**src/rtl/interval_timer_arbiter_if.sv**
```systemverilog
// Requester/counter-side signal bundle for interval_timer_arbiter.
// slave = arbiter view, master = environment (requesters plus shared counter).
interface interval_timer_arbiter_if #(
  parameter int N_REQ = 4,
  parameter int WIDTH = 8
);
  logic [N_REQ-1:0]       req;
  logic [N_REQ*WIDTH-1:0] req_delay;
  logic [N_REQ-1:0]       grant;
  logic [N_REQ-1:0]       done;
  logic                   busy;
  logic                   cnt_load;
  logic [WIDTH-1:0]       cnt_data;
  logic [WIDTH-1:0]       cnt_value;

  modport slave (
    input  req, req_delay, cnt_value,
    output grant, done, busy, cnt_load, cnt_data
  );

  modport master (
    output req, req_delay, cnt_value,
    input  grant, done, busy, cnt_load, cnt_data
  );
endinterface

```
**src/rtl/interval_timer_arbiter.sv**
```systemverilog
// Round-robin owner of a shared up-counter; req->done latency is D+3 cycles, outputs registered.
// No backpressure: a requester holds req until its done pulse, or drops it to abort.
module interval_timer_arbiter #(
  parameter int N_REQ = 4,
  parameter int WIDTH = 8
) (
  input  logic                     clk,
  input  logic                     rst,
  interval_timer_arbiter_if.slave  bus
);

  localparam int IW = (N_REQ > 1) ? $clog2(N_REQ) : 1;

  localparam logic [1:0] ST_IDLE = 2'd0;
  localparam logic [1:0] ST_LOAD = 2'd1;
  localparam logic [1:0] ST_RUN  = 2'd2;
  localparam logic [1:0] ST_DONE = 2'd3;

  localparam logic [N_REQ-1:0] ONE = {{(N_REQ-1){1'b0}}, 1'b1};

  logic [1:0]       state, state_nxt;
  logic [IW-1:0]    ptr, ptr_nxt;
  logic [IW-1:0]    owner, owner_nxt;
  logic [WIDTH-1:0] dly, dly_nxt;

  logic [N_REQ-1:0] grant_q, done_q;
  logic             busy_q, cnt_load_q;
  logic [WIDTH-1:0] cnt_data_q;

  // Round-robin search: rotate req so bit 0 is the requester at ptr.
  logic [2*N_REQ-1:0] req_dbl;
  logic [N_REQ-1:0]   req_rot;
  logic [IW:0]        win_off;
  logic [IW:0]        win_sum;
  logic [IW-1:0]      win;
  logic               win_vld;

  always_comb begin
    req_dbl = {bus.req, bus.req};
    req_rot = req_dbl[ptr +: N_REQ];
    win_vld = |req_rot;
    win_off = '0;
    for (int k = N_REQ - 1; k >= 0; k--) begin
      if (req_rot[k]) win_off = (IW+1)'(k);
    end
    win_sum = {1'b0, ptr} + win_off;
    if (win_sum >= (IW+1)'(N_REQ))
      win = IW'(win_sum - (IW+1)'(N_REQ));
    else
      win = IW'(win_sum);
  end

  logic owner_req;
  assign owner_req = bus.req[owner];

  always_comb begin
    state_nxt = state;
    owner_nxt = owner;
    dly_nxt   = dly;
    ptr_nxt   = ptr;
    case (state)
      ST_IDLE: begin
        if (win_vld) begin
          owner_nxt = win;
          dly_nxt   = bus.req_delay[int'(win)*WIDTH +: WIDTH];
          ptr_nxt   = (win == IW'(N_REQ - 1)) ? '0 : win + 1'b1;
          state_nxt = ST_LOAD;
        end
      end
      ST_LOAD: begin
        state_nxt = owner_req ? ST_RUN : ST_IDLE;
      end
      ST_RUN: begin
        // Abort takes precedence over a coincident terminal count.
        if (!owner_req)
          state_nxt = ST_IDLE;
        else if (bus.cnt_value == {WIDTH{1'b1}})
          state_nxt = ST_DONE;
      end
      default: begin
        state_nxt = ST_IDLE;
      end
    endcase
  end

  // Outputs are decoded from the next state so they line up with the state they describe.
  always_ff @(posedge clk) begin
    if (rst) begin
      state      <= ST_IDLE;
      ptr        <= '0;
      owner      <= '0;
      dly        <= '0;
      grant_q    <= '0;
      done_q     <= '0;
      busy_q     <= 1'b0;
      cnt_load_q <= 1'b0;
      cnt_data_q <= '0;
    end else begin
      state      <= state_nxt;
      ptr        <= ptr_nxt;
      owner      <= owner_nxt;
      dly        <= dly_nxt;
      grant_q    <= (state_nxt == ST_LOAD || state_nxt == ST_RUN) ? (ONE << owner_nxt) : '0;
      done_q     <= (state_nxt == ST_DONE) ? (ONE << owner_nxt) : '0;
      busy_q     <= (state_nxt != ST_IDLE);
      cnt_load_q <= (state_nxt == ST_LOAD);
      cnt_data_q <= (state_nxt == ST_LOAD) ? ~dly_nxt : '0;
    end
  end

  assign bus.grant    = grant_q;
  assign bus.done     = done_q;
  assign bus.busy     = busy_q;
  assign bus.cnt_load = cnt_load_q;
  assign bus.cnt_data = cnt_data_q;

  a_grant_onehot0 : assert property (@(posedge clk) disable iff (rst) $onehot0(grant_q));
  a_done_onehot0  : assert property (@(posedge clk) disable iff (rst) $onehot0(done_q));
  a_load_busy     : assert property (@(posedge clk) disable iff (rst) cnt_load_q |-> busy_q);

endmodule

```
**src/flat_wrapper.sv**
```systemverilog
// flat-port wrapper written by rule: the top's interface ports become plain ports
module interval_timer_arbiter_flat 
#(
  parameter int N_REQ = 4,
  parameter int WIDTH = 8
)
  (clk, rst, bus_req, bus_req_delay, bus_cnt_value, bus_grant, bus_done, bus_busy, bus_cnt_load, bus_cnt_data);
  interval_timer_arbiter_if #(.N_REQ(N_REQ), .WIDTH(WIDTH)) bus_i ();
  input  logic clk;
  input  logic rst;
  input wire logic [$bits(bus_i.req)-1:0] bus_req;
  input wire logic [$bits(bus_i.req_delay)-1:0] bus_req_delay;
  input wire logic [$bits(bus_i.cnt_value)-1:0] bus_cnt_value;
  output wire logic [$bits(bus_i.grant)-1:0] bus_grant;
  output wire logic [$bits(bus_i.done)-1:0] bus_done;
  output wire logic [$bits(bus_i.busy)-1:0] bus_busy;
  output wire logic [$bits(bus_i.cnt_load)-1:0] bus_cnt_load;
  output wire logic [$bits(bus_i.cnt_data)-1:0] bus_cnt_data;
  assign bus_i.req = bus_req;
  assign bus_i.req_delay = bus_req_delay;
  assign bus_i.cnt_value = bus_cnt_value;
  assign bus_grant = bus_i.grant;
  assign bus_done = bus_i.done;
  assign bus_busy = bus_i.busy;
  assign bus_cnt_load = bus_i.cnt_load;
  assign bus_cnt_data = bus_i.cnt_data;
  interval_timer_arbiter #(.N_REQ(N_REQ), .WIDTH(WIDTH)) u_core (.clk(clk), .rst(rst), .bus(bus_i));
endmodule
```
**config.mk**
```make
export PLATFORM = sky130hd
export DESIGN_NAME = interval_timer_arbiter_flat
export DESIGN_NICKNAME = d
export VERILOG_FILES = /design/src/rtl/interval_timer_arbiter_if.sv /design/src/rtl/interval_timer_arbiter.sv /design/src/flat_wrapper.sv
export SDC_FILE = /design/constraint.sdc
export NUM_CORES = 1
export LEC_CHECK = 0
export ABC_AREA = 1
export CAP_MARGIN = 40
export CORE_ASPECT_RATIO = 0.75
export CORE_MARGIN = 1
export CORE_UTILIZATION = 29
export CTS_BUF_LIST = sky130_fd_sc_hd__clkbuf_8
export CTS_CLUSTER_DIAMETER = 100
export CTS_CLUSTER_SIZE = 30
export DETAILED_ROUTE_END_ITERATION = 8
export GPL_ROUTABILITY_DRIVEN = 0
export SLEW_MARGIN = 20
export SYNTH_ARGS = -nofsm -noshare
export SYNTH_HDL_FRONTEND = slang
export SYNTH_SLANG_ARGS = --single-unit
```
**constraint.sdc**
```tcl
create_clock -name clk -period 4.2 [get_ports clk]
set_input_delay 1.26 -clock clk [delete_from_list [all_inputs] [get_ports clk]]
set_output_delay 1.26 -clock clk [all_outputs]
set_load 0.005 [all_outputs]
```
==> out/qor.yml, run 1 <==
fin_ws_ps: 857.4
hold-worst-slack_ps: 500.0
critPathArrivalTime_ps: 3510
num_vias: 2003
clk_pin_slew_ps: 70
drc: 0
yosysWarningCount: 0
drtIter0Drc: 84
root_buffer: "clkbuf_8"
num-fill-cells: 674
worstPathRequired_ps: 4360
numCtsBuffers: 5
p_per_area_nw_per_um2: 746.1
synthFlopType: "dfxtp_1"
clock_path_buffers: 2
post_synth.cell_area_avg_um2: 6.236
grt_pass1_vias: 1818
cp_max_fo: 18
clock-sinks: 32
rows: 25
port_buffers: 63
pin_count: 64
dieArea_um2: 6911
n_antenna_cell: 0
final_area_um2: 2671
syn-num-nets: 356
postPlaceCellArea_um2: 2577
overflow: 0
drt-total-wl_mm: 4.923
fin_crit_sh_pct: 79.59
core_um2: 6319
fin_crit_ps: 3343
hold_viol: 0
antenna_found_initial: 0
synth_seq_cells: 32
holdPathStages: 3
yosysSeqAreaShare_pct: 33.57
post_cts_resized: 0
viasPerCell: 4.471
async_reset_ff_share_pct: 0
multi_input_area_um2: 1028
min_path_type: "register to register"
postRouteAntennaNets: 0
status: "finished clean"
cts_setup_buffers: 0
worst_slew_pin_slew_ps: 374.6
tns_ps: 0
worst-setup-path-type: "input pin to register"
syn_inst: 306
power_leakage_uw: 0.001296
final_max_slew_viol_count: 0
synth_cell_type_count: 25
drt_pass1_iterations: 4
initial_utilization_pct: 30.20
irDropWorstVdd_v: 0.0002807
cts_hold_buf: 0
rsz0062_at_grt: "false"
h-tree-depth: 2
finalClockSkew_ps: 4.944
fin_util_pct: 42.28
max_freq_mhz: 299.2
hpwl_mm: 3.643
die_h_um: 72.25
nNetsFinal: 416
routedWlPerCell_um: 10.99
r2r_cells: 15
dp_slack_ps: 534.1
grtUsageTotal_pct: 15.22
grt_max_degree: 29
synth_edf_count: 0
startpoint_type: "input pin"
drive_above_1_share_pct: 8.174
area_growth_syn_to_layout_pct: 40.00
drv_cap: 0
clk_latency_ps: 290
cp-end-kind: "register"
regArea_um2: 640.6
cts_tree: "done"
synth_area_um2: 1908
dieWidth_um: 95.67
grt_pass1_wl_mm: 8.066
finalSetupViolCount: 0
slew-limit-headroom_pct: 74.97
[final timing paths]
| kind | start | to | slack (ps) |
|---|---|---|---|
| max | bus_req[2] | u_core.bus.cnt_data[2] | 860 |
| min | register | u_core.bus.cnt_data[4] | 500 |
| max reg2reg | u_core.ptr[0] | u_core.bus.cnt_data[2] | 1770 |
| min reg2reg | register | u_core.bus.cnt_data[4] | 500 |
[layout make-up]
class	instances	area share, %
flip-flops and latches	32	23.98
clock buffers	6	3.091
multi-input cells	220	38.50
well taps	81	3.794
inverters	41	5.761
repair buffers	66	24.45
clock inverters	2	0.4215
[cells in the final DEF (no fill, tap or decap), types with 2 or more instances in the layout]
cell type,synthesis,layout
clkbuf_8,0,6
dfxtp_1,32,32
or2_0,3,3
inv_1,35,36
nand3_1,45,45
nor3_1,4,4
o21ai_0,8,8
ha_1,4,4
nor2_4,2,2
inv_2,5,5
nand2_1,103,103
or2_2,5,5
nand2_2,4,4
nor2_1,32,32
nand2_4,2,2
buf_4,3,3
clkdlybuf4s50_1,0,63
nand4_1,3,3
[power by group]
| group | internal [uW] | switching (uW) | total (uW) |
|---|---|---|---|
| Combinational | 503 | 785 | 1290 |
| Clock | 131 | 117 | 248 |
| Sequential | 408 | 49.5 | 457 |
[worst max-delay path, cell delays in order]
cell             delay [ps]
clkdlybuf4s50_1         520
nand2_1                  80
nand3_1                 120
nand3_1                  80
a21boi_0                160
ha_1                    180
xor2_1                  270
inv_1                   120
nand3_4                 240
nand2_4                 190
nand2_1                 100
nand3_1                  60
nand2_1                  80
nor2_1                   50
[cell usage after synthesis (4+ instances only)]
library cell,instances,area [um2]
clkbuf_1,5,18.77
dfxtp_1,32,640.6
ha_1,4,50.05
inv_1,35,131.4
inv_2,5,18.77
nand2_1,103,386.6
nand2_2,4,25.02
nand3_1,45,225.2
nor2_1,32,120.1
nor3_1,4,20.02
o21ai_0,8,40.04
or2_2,5,31.28
[through the flow]
stage	power (uW)	cells
4_1_cts	2010	448
3_3_place_gp	1737	440
6_report	1993	448
3_5_place_dp	1752	440
5_1_grt	2225	448
2_1_floorplan	1455	306
[cell families after synthesis]
family | share of synthesized area, %
xor+xnor | 0.4591
compound gates | 3.213
fa+ha+maj | 2.623
flops | 33.57
buf+inv | 12.52
simple gates | 47.61
[routing by layer]
layer	GRT usage, %	up-vias	wire [um]
met5	0	-	0
met4	6.633	0	65
met3	3.459	8	274
met2	22.86	54	2061
met1	20.85	878	2522
li1	-	1063	-
Note: power is estimated with default switching activity, not from simulation.
==> inputs of run 2 (changes only) <==
Clock period 4.2 ns to 3.1 ns, I/O delays scaled along.
==> run 2 against run 1 <==
- sequential share of layout area is 0.67 points lower
- power is 42% higher
- first-iteration DRC count stayed put
- die area stayed put
- flip-flop and latch count stayed put
- hold slack worse by 5.3 ps
- final cell count is 1.3% higher
- critical path depth stayed put
- worst setup slack worse by 580 ps
- via count is 0.85% higher
- global-route usage is 0.31 points higher
- critical path type unchanged
- highest routed layer unchanged
==> out/qor.yml, run 2 (synthesized netlist as in run 1, its figures left out) <==
cp_max_fo: 18
postRouteAntennaNets: 0
power_leakage_uw: 0.001338
power.share.sequential_pct: 21.9
grt_max_degree: 29
dp.cells: 446
max_freq_mhz: 354.1
initial_utilization_pct: 30.20
n_antenna_cell: 0
startpoint_type: "input pin"
dp_slack_ps: -2.729
worst_slew_pin_slew_ps: 374.7
numCtsBuffers: 5
fin_crit_sh_pct: 91.09
pin_count: 64
clock_path_buffers: 2
clk_latency_ps: 280
grt_pass1_vias: 1813
viasPerCell: 4.449
worstPathRequired_ps: 3320
path_buf_inv: 2
clk_pin_slew_ps: 70
min_path_type: "register to register"
p_switching_uw: 1326
post_cts_resized: 0
worst-setup-path-type: "input pin to register"
postPlaceCellArea_um2: 2660
antenna_found_initial: 0
rows: 25
status: "finished clean"
grtUsageTotal_pct: 15.53
drc: 0
critPathArrivalTime_ps: 3040
hpwl_mm: 3.676
cts_tree: "done"
fin_ws_ps: 276.1
cts_setup_buffers: 0
final_common_cell: "nand2_1"
root_buffer: "clkbuf_8"
p_per_area_nw_per_um2: 1030
drtIter0Drc: 84
core_um2: 6319
cp_slowest_stage_delay_ps: 510
port_buffers: 63
slew-limit-headroom_pct: 74.96
p_int_uw: 1505
finalSetupViolCount: 0
dieWidth_um: 95.67
stdcell_count: 454
final_area_um2: 2748
clock-sinks: 32
die_h_um: 72.25
cp-end-kind: "register"
finalClockSkew_ps: 1.915
drt-total-wl_mm: 4.955
drv_cap: 0
combPwrFrac_pct: 66.9
overflow: 0
drive_above_1_share_pct: 9.920
cp_slowest_cell: "clkdlybuf4s50_1"
area_growth_syn_to_layout_pct: 44.00
nNetsFinal: 422
drt_pass1_iterations: 4
dieArea_um2: 6911
timing.critical_path.mode_cell: "nand2_1"
p_sw_share_pct: 46.83
rsz0062_at_grt: "false"
final_cell_mix: "103 x nand2_1, 63 x clkdlybuf4s50_1, 45 x nand3_1"
num_vias: 2020
hold_viol: 0
critical-path-top-delay-family: "simple AND/OR/NAND/NOR gates"
cts_hold_buf: 0
final_max_slew_viol_count: 0
h-tree-depth: 2
routedWlPerCell_um: 10.91
irDropWorstVdd_v: 0.0003403
fin_util_pct: 43.49
hold-worst-slack_ps: 494.7
grt_pass1_wl_mm: 8.231
num-fill-cells: 663
clkPwrFrac_pct: 11.2
multi_input_area_um2: 1028
regArea_um2: 640.6
crit_path_cell_trace: "clkdlybuf4s50_1 > nand2_1 > nand3_1 > nand2_1 > a21boi_0 > ha_1 > xor2_1 > buf_4 > nand2_4 > nand2_4 > nand2_1 > nand3_1 > nand2_1 > nor2_1"
fin_crit_ps: 2824
[run 2: final timing paths]
check                              startpoint                      to  slack [ps]  cells after the start
worst max-delay path               bus_req[0]                register         280                     14
worst min-delay path                 register  u_core.bus.cnt_data[4]         490                      3
worst max register to register  u_core.ptr[0]                register         900                     15
worst min register to register       register  u_core.bus.cnt_data[4]         490                      3
[run 2: through the flow]
| step | power (uW) | TNS, ps |
|---|---|---|
| 2_1_floorplan | 1971 | 0 |
| 3_3_place_gp | 2496 | 0 |
| 3_5_place_dp | 2525 | -2.729 |
| 4_1_cts | 2853 | 0 |
| 5_1_grt | 3159 | 0 |
| 6_report | 2831 | 0 |
[run 2: cell type report]
cell class,instances,area share (%)
clock buffer,5,2.505
clock inverter,3,0.6831
inverter,41,5.601
multi-input combinational,220,37.43
sequential,32,23.32
tap,81,3.689
timing repair buffer,72,26.78
[run 2: power groups by stage]
stage | clock network, uW | logic (uW) | registers (uW)
2_1_floorplan | 0 | 1350 | 618
3_3_place_gp | 0 | 1870 | 627
3_5_place_dp | 0 | 1900 | 628
4_1_cts | 326 | 1910 | 621
5_1_grt | 348 | 2180 | 634
6_report | 316 | 1890 | 620
[run 2: routing by layer]
metal	GRT usage [%]	vias up	part of all wire, %	routed length (um)
met3	3.774	2	5.7	280
met4	4.478	0	0.50	25
met1	21.25	895	49	2424
li1	-	1069	-	-
met2	24.29	54	45	2225
met5	0	-	0	0
[run 2: tightest hold or removal path: stages (launching register included)]
cell and delay (ps):
dfxtp_1 320, nand2_1 50, nand2_1 50, nor2_1 30
==> inputs of run 3 (changes only) <==
Settings changed: DONT_BUFFER_PORTS set to 1.
Clock period 3.1 ns to 2.5 ns, I/O delays scaled along.
==> run 3 against run 2 <==
- design area fell by 24%
- via count decreased by 15%
- routed wire length is 12% lower
- power rose by 18%
- sequential share of layout area rose by 7.3 points
- first-iteration DRC count increased by 11%
- critical path depth grew 1
- hold slack improved by 3.6 ps
==> out/qor.yml, run 3 (synthesized netlist as in run 1, its figures left out) <==
pin_count: 64
grtUsageTotal_pct: 12.81
min_path_type: "register to register"
clk_latency_ps: 280
hold_viol: 0
root_buffer: "clkbuf_8"
rsz0062_at_grt: "false"
port_buffers: 0
hpwl_mm: 3.219
num-fill-cells: 705
postPlaceCellArea_um2: 1974
area_growth_syn_to_layout_pct: 10.03
startpoint_type: "register"
drc: 0
finalSetupViolCount: 0
nNetsFinal: 355
overflow: 0
clock_path_buffers: 2
irDropWorstVdd_v: 0.0004744
worst_slew_pin_slew_ps: 372.6
final_common_cell: "nand2_1"
cp.depth: 15
worstPathRequired_ps: 2710
critical-path-top-delay-family: "simple AND/OR/NAND/NOR gates"
num_vias: 1720
drtIter0Drc: 93
critPathArrivalTime_ps: 2500
fin_crit_ps: 2287
grt_use_met1_pct: 16.43
r2r_slack_ps: 210
n_antenna_cell: 0
r2r_cells: 15
power_leakage_uw: 0.001076
max_freq_mhz: 437.3
grt_max_degree: 29
cp_slowest_cell: "dfxtp_2"
drv_cap: 0
r2r-start: "u_core.ptr[0]"
core_um2: 6319
cts_tree: "done"
use_met2_pct: 19.60
hold_end: "u_core.bus.cnt_data[7]"
cp_max_fo: 14
h-tree-depth: 2
final_cell_mix: "103 x nand2_1, 45 x nand3_1, 35 x inv_1"
die_h_um: 72.25
fin_util_pct: 33.23
grt_pass1_wl_mm: 6.755
cp_slowest_stage_delay_ps: 420
dieArea_um2: 6911
cts_hold_buf: 0
clk_pin_slew_ps: 70
p_per_area_nw_per_um2: 1590
crit_path_cell_trace: "inv_2 > nand2_1 > nand3_1 > nand2_1 > nand3_1 > a21boi_0 > ha_1 > xor2_1 > inv_1 > nand3_4 > buf_4 > nand3_1 > nand3_1 > nand2_1 > nor2_1"
final_max_slew_viol_count: 0
initial_utilization_pct: 30.20
holdPathStages: 3
timing.critical_path.mode_cell: "nand3_1"
dieWidth_um: 95.67
drt_pass1_iterations: 4
slew-limit-headroom_pct: 75.10
path_buf_inv: 3
rows: 25
worst-setup-path-type: "register to register"
busiest_layer: "met2"
routedWlPerCell_um: 11.26
viasPerCell: 4.444
antenna_found_initial: 0
cp-end-kind: "register"
clock-sinks: 32
grt.met3_usage_pct: 5.241
drt-total-wl_mm: 4.359
numCtsBuffers: 5
postRouteAntennaNets: 0
grt_pass1_vias: 1478
status: "finished clean"
final_area_um2: 2100
fin_crit_sh_pct: 91.48
drive_above_1_share_pct: 11.44
r2r_end: "u_core.bus.cnt_data[3]"
finalClockSkew_ps: 4.924
## run 3: metrics by stage
| stage | instances | TNS [ps] | hold WS (ps) | worst slack, ps | power [uW] |
|---|---|---|---|---|---|
| 2_1_floorplan | 306 | 0 | 470.3 | 88.47 | 2444 |
| 3_5_place_dp | 379 | -234.8 | 491.6 | -45.61 | 2835 |
| 3_3_place_gp | 379 | 0 | 487.9 | 64.63 | 2799 |
| 4_1_cts | 387 | 0 | 500.3 | 133.4 | 3339 |
| 6_report | 387 | 0 | 498.3 | 213.0 | 3338 |
| 5_1_grt | 387 | 0 | 507.7 | 24.08 | 3696 |
## run 3: worst min-delay path: cells and delay by family, from the launching register on
kind,cells,cell delay (ps)
DFF,1,320
and+or+nand+nor,3,140
## run 3: worst max-delay path by stage
stage / end / slack, ps / startpoint
3_3_place_gp: u_core.bus.cnt_data[5] / 60 / bus_req[1]
6_report: u_core.bus.cnt_data[3] / 210 / u_core.ptr[0]
4_1_cts: u_core.bus.cnt_data[3] / 130 / u_core.ptr[0]
3_5_place_dp: u_core.bus.cnt_data[3] / -50 / bus_req[1]
5_1_grt: u_core.bus.cnt_data[3] / 20 / u_core.ptr[0]
2_1_floorplan: u_core.bus.cnt_data[0] / 90 / bus_req[1]
## run 3: per-layer routing
metal	wire length [um]	up-vias	part of all wire [%]
met2	1930	39	44
met4	34	0	0.78
met5	0	-	0
met1	2092	741	48
li1	-	936	-
met3	303	4	7.0
## run 3: what timing repair did
item                       CTS  global route
buffers inserted             0             0
setup endpoints to repair    0            17
resized for setup            0             4
## run 3: power breakdown
group / internal [uW] / leakage [uW] / switching (uW)
combinational: 736 / 0.000758 / 1320
sequential: 688 / 0.000264 / 103
clock: 295 / 0.0000541 / 195
## run 3: final cells by class
cell class | instances | area, um2 | area share (%)
sequential | 32 | 641.9 | 30.57
clock buffer | 5 | 68.82 | 3.278
timing repair buffer | 5 | 50.05 | 2.384
inverter | 41 | 157.7 | 7.509
clock inverter | 3 | 42.54 | 2.026
multi-input combinational | 220 | 1037 | 49.40
tap | 81 | 101.3 | 4.827
